$ cat src/rtl/alu_pkg.sv
// Shared execute-stage definitions for the ALU and the M-extension unit.
package alu_pkg;

    typedef enum logic [2:0] {
        MUL    = 3'd0,
        MULH   = 3'd1,
        MULHSU = 3'd2,
        MULHU  = 3'd3,
        DIV    = 3'd4,
        DIVU   = 3'd5,
        REM    = 3'd6,
        REMU   = 3'd7
    } muldiv_op_e;

    typedef enum logic [1:0] {
        IDLE = 2'd0,
        CALC = 2'd1,
        DONE = 2'd2
    } muldiv_state_e;

    localparam logic [6:0] OP_R     = 7'b0110011;
    localparam logic [6:0] FUNCT7_M = 7'b0000001;

endpackage

$ cat src/rtl/muldiv_unit_div_step.sv
// One restoring-division step: shift in the next dividend bit, trial-subtract.
module div_step #(
    parameter int XLEN = 32
) (
    input  logic [XLEN-1:0] i_rem,
    input  logic [XLEN-1:0] i_quo,
    input  logic [XLEN-1:0] i_dvs,
    output logic [XLEN-1:0] o_rem,
    output logic [XLEN-1:0] o_quo
);

    logic [XLEN:0] w_sh;
    logic [XLEN:0] w_diff;
    logic          w_ge;

    assign w_sh   = {i_rem, i_quo[XLEN-1]};
    assign w_diff = w_sh - {1'b0, i_dvs};
    // Remainder stays below the divisor, so the top bit is exactly the borrow.
    assign w_ge   = !w_diff[XLEN];
    assign o_rem  = w_ge ? w_diff[XLEN-1:0] : w_sh[XLEN-1:0];
    assign o_quo  = {i_quo[XLEN-2:0], w_ge};

endmodule

$ cat src/rtl/muldiv_unit.sv
// Iterative RV M-extension execute unit: shift-add multiply, restoring divide.
module muldiv_unit
    import alu_pkg::*;
#(
    parameter int XLEN    = 32,
    parameter int TAGW    = 5,
    parameter int MUL_BPC = 1
) (
    input  logic            clk,
    input  logic            rst_n,
    input  logic            flush,
    input  logic            in_valid,
    output logic            in_ready,
    input  logic [2:0]      funct3,
    input  logic [XLEN-1:0] rv1,
    input  logic [XLEN-1:0] rv2,
    input  logic [TAGW-1:0] tag_in,
    output logic            out_valid,
    input  logic            out_ready,
    output logic [XLEN-1:0] result,
    output logic [TAGW-1:0] tag_out,
    output logic            busy
);

    localparam int CW     = $clog2(XLEN);
    localparam int MUL_IT = XLEN / MUL_BPC;

    muldiv_state_e     r_state;
    muldiv_op_e        r_op;
    logic [CW-1:0]     r_cnt;
    logic [XLEN-1:0]   r_a;
    logic [2*XLEN-1:0] r_acc;
    logic              r_pneg;
    logic              r_rneg;
    logic [TAGW-1:0]   r_tag;
    logic [TAGW-1:0]   r_tag_out;
    logic [XLEN-1:0]   r_result;
    logic              r_valid;

    muldiv_op_e        w_op;
    logic              w_s1, w_s2;
    logic [XLEN-1:0]   w_m1, w_m2;
    logic              w_div0, w_ovf;
    logic [XLEN-1:0]   w_spec;

    assign w_op   = muldiv_op_e'(funct3);
    assign w_s1   = (w_op inside {MUL, MULH, MULHSU, DIV, REM}) && rv1[XLEN-1];
    assign w_s2   = (w_op inside {MUL, MULH, DIV, REM}) && rv2[XLEN-1];
    assign w_m1   = w_s1 ? -rv1 : rv1;
    assign w_m2   = w_s2 ? -rv2 : rv2;
    assign w_div0 = funct3[2] && (rv2 == '0);
    assign w_ovf  = (w_op inside {DIV, REM})
                    && (rv1 == {1'b1, {(XLEN-1){1'b0}}}) && (rv2 == '1);

    always_comb begin
        w_spec = '0;
        if (w_div0)
            w_spec = funct3[1] ? rv1 : '1;
        else if (w_ovf)
            w_spec = funct3[1] ? '0 : rv1;
    end

    logic [XLEN+MUL_BPC-1:0] w_psum;
    logic [2*XLEN-1:0]       w_mul_next;

    generate
        if (MUL_BPC == 1) begin : g_bpc1
            assign w_psum = {1'b0, r_acc[2*XLEN-1:XLEN]}
                          + {1'b0, r_a & {XLEN{r_acc[0]}}};
        end else begin : g_bpcn
            assign w_psum = {{MUL_BPC{1'b0}}, r_acc[2*XLEN-1:XLEN]}
                          + ({{MUL_BPC{1'b0}}, r_a}
                             * {{XLEN{1'b0}}, r_acc[MUL_BPC-1:0]});
        end
    endgenerate

    assign w_mul_next = {w_psum, r_acc[XLEN-1:MUL_BPC]};

    logic [XLEN-1:0] w_drem, w_dquo;

    div_step #(.XLEN(XLEN)) u_div_step (
        .i_rem (r_acc[2*XLEN-1:XLEN]),
        .i_quo (r_acc[XLEN-1:0]),
        .i_dvs (r_a),
        .o_rem (w_drem),
        .o_quo (w_dquo)
    );

    logic              w_is_div;
    logic              w_last;
    logic [2*XLEN-1:0] w_next;
    logic [2*XLEN-1:0] w_prod;
    logic [XLEN-1:0]   w_quo, w_rem;
    logic [XLEN-1:0]   w_fin;

    assign w_is_div = r_op[2];
    assign w_next   = w_is_div ? {w_drem, w_dquo} : w_mul_next;
    assign w_last   = w_is_div ? (r_cnt == CW'(XLEN-1)) : (r_cnt == CW'(MUL_IT-1));

    // Sign fix-up on the value the final iteration produces.
    always_comb begin
        w_prod = r_pneg ? -w_next : w_next;
        w_quo  = r_pneg ? -w_next[XLEN-1:0] : w_next[XLEN-1:0];
        w_rem  = r_rneg ? -w_next[2*XLEN-1:XLEN] : w_next[2*XLEN-1:XLEN];
        if (w_is_div)
            w_fin = r_op[1] ? w_rem : w_quo;
        else
            w_fin = (r_op == MUL) ? w_prod[XLEN-1:0] : w_prod[2*XLEN-1:XLEN];
    end

    always_ff @(posedge clk) begin
        if (!rst_n) begin
            r_state   <= IDLE;
            r_op      <= MUL;
            r_cnt     <= '0;
            r_a       <= '0;
            r_acc     <= '0;
            r_pneg    <= 1'b0;
            r_rneg    <= 1'b0;
            r_tag     <= '0;
            r_tag_out <= '0;
            r_result  <= '0;
            r_valid   <= 1'b0;
        end else if (flush) begin
            r_state <= IDLE;
            r_cnt   <= '0;
            r_valid <= 1'b0;
        end else begin
            unique case (r_state)
                IDLE: begin
                    if (in_valid) begin
                        r_op   <= w_op;
                        r_tag  <= tag_in;
                        r_pneg <= w_s1 ^ w_s2;
                        r_rneg <= w_s1;
                        r_cnt  <= '0;
                        r_a    <= funct3[2] ? w_m2 : w_m1;
                        r_acc  <= {{XLEN{1'b0}}, funct3[2] ? w_m1 : w_m2};
                        if (w_div0 || w_ovf) begin
                            r_result  <= w_spec;
                            r_tag_out <= tag_in;
                            r_valid   <= 1'b1;
                            r_state   <= DONE;
                        end else begin
                            r_state <= CALC;
                        end
                    end
                end
                CALC: begin
                    r_acc <= w_next;
                    r_cnt <= r_cnt + 1'b1;
                    if (w_last) begin
                        r_cnt     <= '0;
                        r_result  <= w_fin;
                        r_tag_out <= r_tag;
                        r_valid   <= 1'b1;
                        r_state   <= DONE;
                    end
                end
                DONE: begin
                    if (out_ready) begin
                        r_valid <= 1'b0;
                        r_state <= IDLE;
                    end
                end
                default: r_state <= IDLE;
            endcase
        end
    end

    assign in_ready  = (r_state == IDLE) && !flush;
    assign busy      = (r_state != IDLE);
    assign out_valid = r_valid;
    assign result    = r_result;
    assign tag_out   = r_tag_out;

endmodule

$ cat config.mk
export PLATFORM = sky130hd
export DESIGN_NAME = muldiv_unit
export DESIGN_NICKNAME = d
export VERILOG_FILES = /design/src/rtl/alu_pkg.sv /design/src/rtl/muldiv_unit_div_step.sv /design/src/rtl/muldiv_unit.sv
export SDC_FILE = /design/constraint.sdc
export NUM_CORES = 1
export LEC_CHECK = 0
export ABC_AREA = 1
export BUFFER_PORTS_ARGS = -buffer_cell sky130_fd_sc_hd__buf_2
export CAP_MARGIN = 20
export CORE_MARGIN = 4
export CORE_UTILIZATION = 39
export CTS_BUF_LIST = sky130_fd_sc_hd__clkbuf_8
export CTS_CLUSTER_SIZE = 10
export DETAILED_ROUTE_END_ITERATION = 8
export PLACE_DENSITY = 0.52
export SETUP_SLACK_MARGIN = 0.5
export SLEW_MARGIN = 20
export SYNTH_ARGS = -nofsm -noshare
export SYNTH_HDL_FRONTEND = slang
export SYNTH_SLANG_ARGS = --single-unit
$ cat constraint.sdc
create_clock -name clk -period 5.8 [get_ports clk]
set_clock_uncertainty 0.2 [all_clocks]
set_input_delay 1.16 -clock clk [delete_from_list [all_inputs] [get_ports clk]]
set_output_delay 1.16 -clock clk [all_outputs]
set_load 0.03 [all_outputs]
==> summary.md <==
| Metric | Value |
|---|---|
| Outcome | finished, final reports clean |
| LEAKAGE | 10.47 nW |
| Detail Route Antenna Nets | 0 |
| CTS tree | yes |
| CP startpoint kind | register |
| Avg WL per Cell | 23.58 um |
| Clock sink count | 151 |
| Tcrit/Tclk final | 84.62% |
| Min-Delay Startpoint | result[17]$_SDFFE_PN0P_ |
| Number of flops mapped to enable cells by yosys | 0 |
| Tot GR Track Use | 35.68% |
| Area Growth Syn to Fin | 8.740% |
| Final Max Slew Viols | 0 |
| Critical-path maximum fanout | 14 |
| Chip height | 228.6 um |
| Initial antenna violation count | 2 |
| CTS clk-pin slew, worst paths | 120 ps |
| Vias in the first global route | 21480 |
| DRT Wirelength | 97020 um |
| DR pass1 iterations | 6 |
| Hold path endpoint | result[17]$_SDFFE_PN0P_ |
| Worst reg2reg startpoint | r_acc[54]$_SDFFE_PN0P_ |
| Endpoints failing setup | 0 |
| Fin. Hold Viols | 0 |
| Worst vdd rail ir drop | 183.0 uV |
| Critical Path RT | 6040 ps |
| Largest net degree at the start of global routing | 69 |
| Top-area cell type share of the netlist area | 21.91% |
| Worst Setup Slack, final | 892.0 ps |
| R2R Setup Slk | 890 ps |
| Cells on worst reg2reg path | 27 |
| H-tree depth | 4 |
| Die Wd | 228.6 um |
| Port Buffers | 116 |
| Die footprint | 52270 um2 |
| Insertion delay to the later sink of the worst-skew pair | 570 ps |
| Dpl cells | 4078 |
| Mapped Avg Cell Area | 5.531 um2 |
| Post-DP HPWL | 78900 um |
| Synth Register Bits | 151 |
| Cells after synthesis | 3432 |
| Max frequency | 0.2037 GHz |
| Cell depth of the worst hold path | 2 |
| Mapped Area | 18980 um2 |
| Core Region | 47950 um2 |
| Min-delay worst type | reg -> reg |
| N_diodes | 0 |
| Leading cell type in the layout, fill and taps excluded | nand2_1 |
| # IOs | 117 |
| Vias | 23250 |
| Share of cells above drive strength 1 | 11.46% |
| DRC violations left | 0 |
| Synth Warn # | 0 |
| Clock root buffer | clkbuf_8 |
| PnR Total Power | 3.947 mW |
| First-pass GRT wire length | 140300 um |
| Grt ovf | 0 |
| Worst-Margin Slew | 945.7 ps |
| PwrDens | 191.2 nW/um2 |
| Most frequent cells in the layout | nand2_1 (1107), inv_1 (447), nor2_1 (291), a21oi_1 (257), nand3_1 (253) |
| Worst slack, placed | 564.5 ps |
| Crit path time final | 4908 ps |
| Post-synth top flop | dfxtp_1 |
| Max_cap viols | 0 |
| GP Congestion | 1.043 |
| FFs w/ async S/R, synth | 0% |
| CP Capture Type | register |
| Yosys cell types | 64 |
| Worst slew margin | 36.29% |
| Vias/cell | 5.649 |
| TritonCTS buffer count | 17 |
| Most area-hungry cell type in the Yosys netlist | nand2_1 |
| Num rows | 80 |
| Critical Path AT | 5150 ps |
| Seq/Total Area, Yosys | 15.92% |
| Largest cells by area after synthesis | nand2_1 (22%), dfxtp_1 (16%), inv_1 (8.9%) |
| Clk buf depth | 2 |
| DR iter-0 viols | 2570 |
| Unrepaired setup endpoints after global routing | no |
| Post-route non-filler standard cell count | 4115 |
| Setup TNS | 0 ps |
| WS Path Type | reg -> reg |
| Initial Util | 39.59% |
| RR Endpoint | result[6]$_SDFFE_PN0P_ |
| Syn Nets | 3582 |
| Final core utilization | 43.05% |
| Final nets | 3637 |
final cells by class:
cell class                 count  area, um2
tap                          615      769.5
multi-input combinational   2675      13630
fill                        5427      27300
inverter                     470       1768
clock buffer                  18      247.7
sequential                   151       3039
clock inverter                14      185.2
timing repair buffer         172       1001
flip-flops by register name (all words and copies together), names as in the netlist:
register,count
r_tag,5
r_acc,64
out_valid,1
r_cnt,5
r_op,3
r_a,32
tag_out,5
r_rneg,1
result,32
r_state,2
r_pneg,1
cells in the mapped netlist, types with 4 or more instances:
cell type and number:
nand2_1 1108, inv_1 449, nor2_1 295, a21oi_1 257
nand3_1 254, o21ai_0 178, dfxtp_1 151, clkbuf_1 97
xor2_1 89, ha_1 71, nand2_2 52, nor3_1 35
o211ai_1 33, xnor2_1 31, nand4_1 29, nor2_2 22
nand3b_1 21, inv_2 19, or2_2 18, nand2_4 16
a31oi_1 15, buf_1 15, buf_2 15, o21ai_1 14
a22oi_1 12, o21bai_1 12, o221ai_1 12, a21oi_2 11
a221oi_1 9, nor2_4 8, nor4_1 8, nand3_2 7
nand3_4 5, nor3_2 5, o21a_1 5, and3_1 4
buf_6 4
per-layer routing:
metal,vias to the layer above,wire length (um),GRT usage [%]
met3,260,7448,5.371
met4,2,7450,22.96
li1,11070,-,-
met1,10750,39680,45.25
met5,-,13,0
met2,1170,42430,56.50
where the power goes:
group	switching [mW]	total, mW	internal, mW
registers	0.0545	1.13	1.08
clock network	0.558	0.973	0.415
logic	1.33	1.84	0.511
total	1.94	3.95	2.00
metrics by stage:
| stage | instance area (um2) | hold WS, ps |
|---|---|---|
| detailed placement | 20130 | 253.4 |
| global route | 20640 | 284.6 |
| CTS | 20570 | 269.7 |
| finish | 20640 | 269.8 |
| global placement | 20130 | 250.9 |
| floorplan | 18980 | 244.3 |
how the worst max path moves through the flow:
stage                                   end              startpoint  cells after the start  slack, ps
floorplan           result[28]$_SDFFE_PN0P_  r_acc[31]$_SDFFE_PN0P_                     33       1730
global placement     result[6]$_SDFFE_PN0P_  r_acc[58]$_SDFFE_PN0P_                     26        590
detailed placement   result[6]$_SDFFE_PN0P_  r_acc[58]$_SDFFE_PN0P_                     26        560
CTS                  result[6]$_SDFFE_PN0P_  r_acc[58]$_SDFFE_PN0P_                     26        510
global route         result[6]$_SDFFE_PN0P_  r_acc[31]$_SDFFE_PN0P_                     32        540
finish               result[6]$_SDFFE_PN0P_  r_acc[54]$_SDFFE_PN0P_                     27        890
logic make-up (layout without fill, tap and decap cells):
logic type      Yosys count  in the layout  synth area share (%)
flops                   151            151                 15.92
simple gates           1897           1897                 43.57
compound gates          583            583                 17.47
xor+xnor                120            120                 5.537
buf+inv                 606            674                 12.50
fa+ha+maj                73             73                 4.891
mux                       2              2                0.1055
worst max-delay path, cell delays in order, from the launching register on:
cell,delay (ps)
dfxtp_1,470
ha_1,440
nand2_1,120
nor2_1,200
nand2_1,130
nor2_2,160
nand2_4,100
nand2_4,90
nand2_4,150
nand3_4,170
nand2_2,80
inv_1,110
ha_1,160
inv_1,70
nor3_4,240
nand4_1,150
nand2b_1,190
nor2_1,160
and3_1,230
nand3_1,80
nor2_1,110
nand2_1,130
nand2_2,130
a21boi_1,70
o21ai_0,120
o2111ai_2,240
nand2_1,170
a21oi_1,70
repair_timing:
| action | 4_1_cts | 5_1_grt |
|---|---|---|
| resized for setup | 0 | 15 |
| endpoints found under the setup margin | 0 | 16 |
| buffers inserted | 0 | 5 |
| hold buffers | 0 | 0 |
| hold endpoints to repair | 0 | 0 |
No activity file was read; power rests on OpenSTA's default activity.
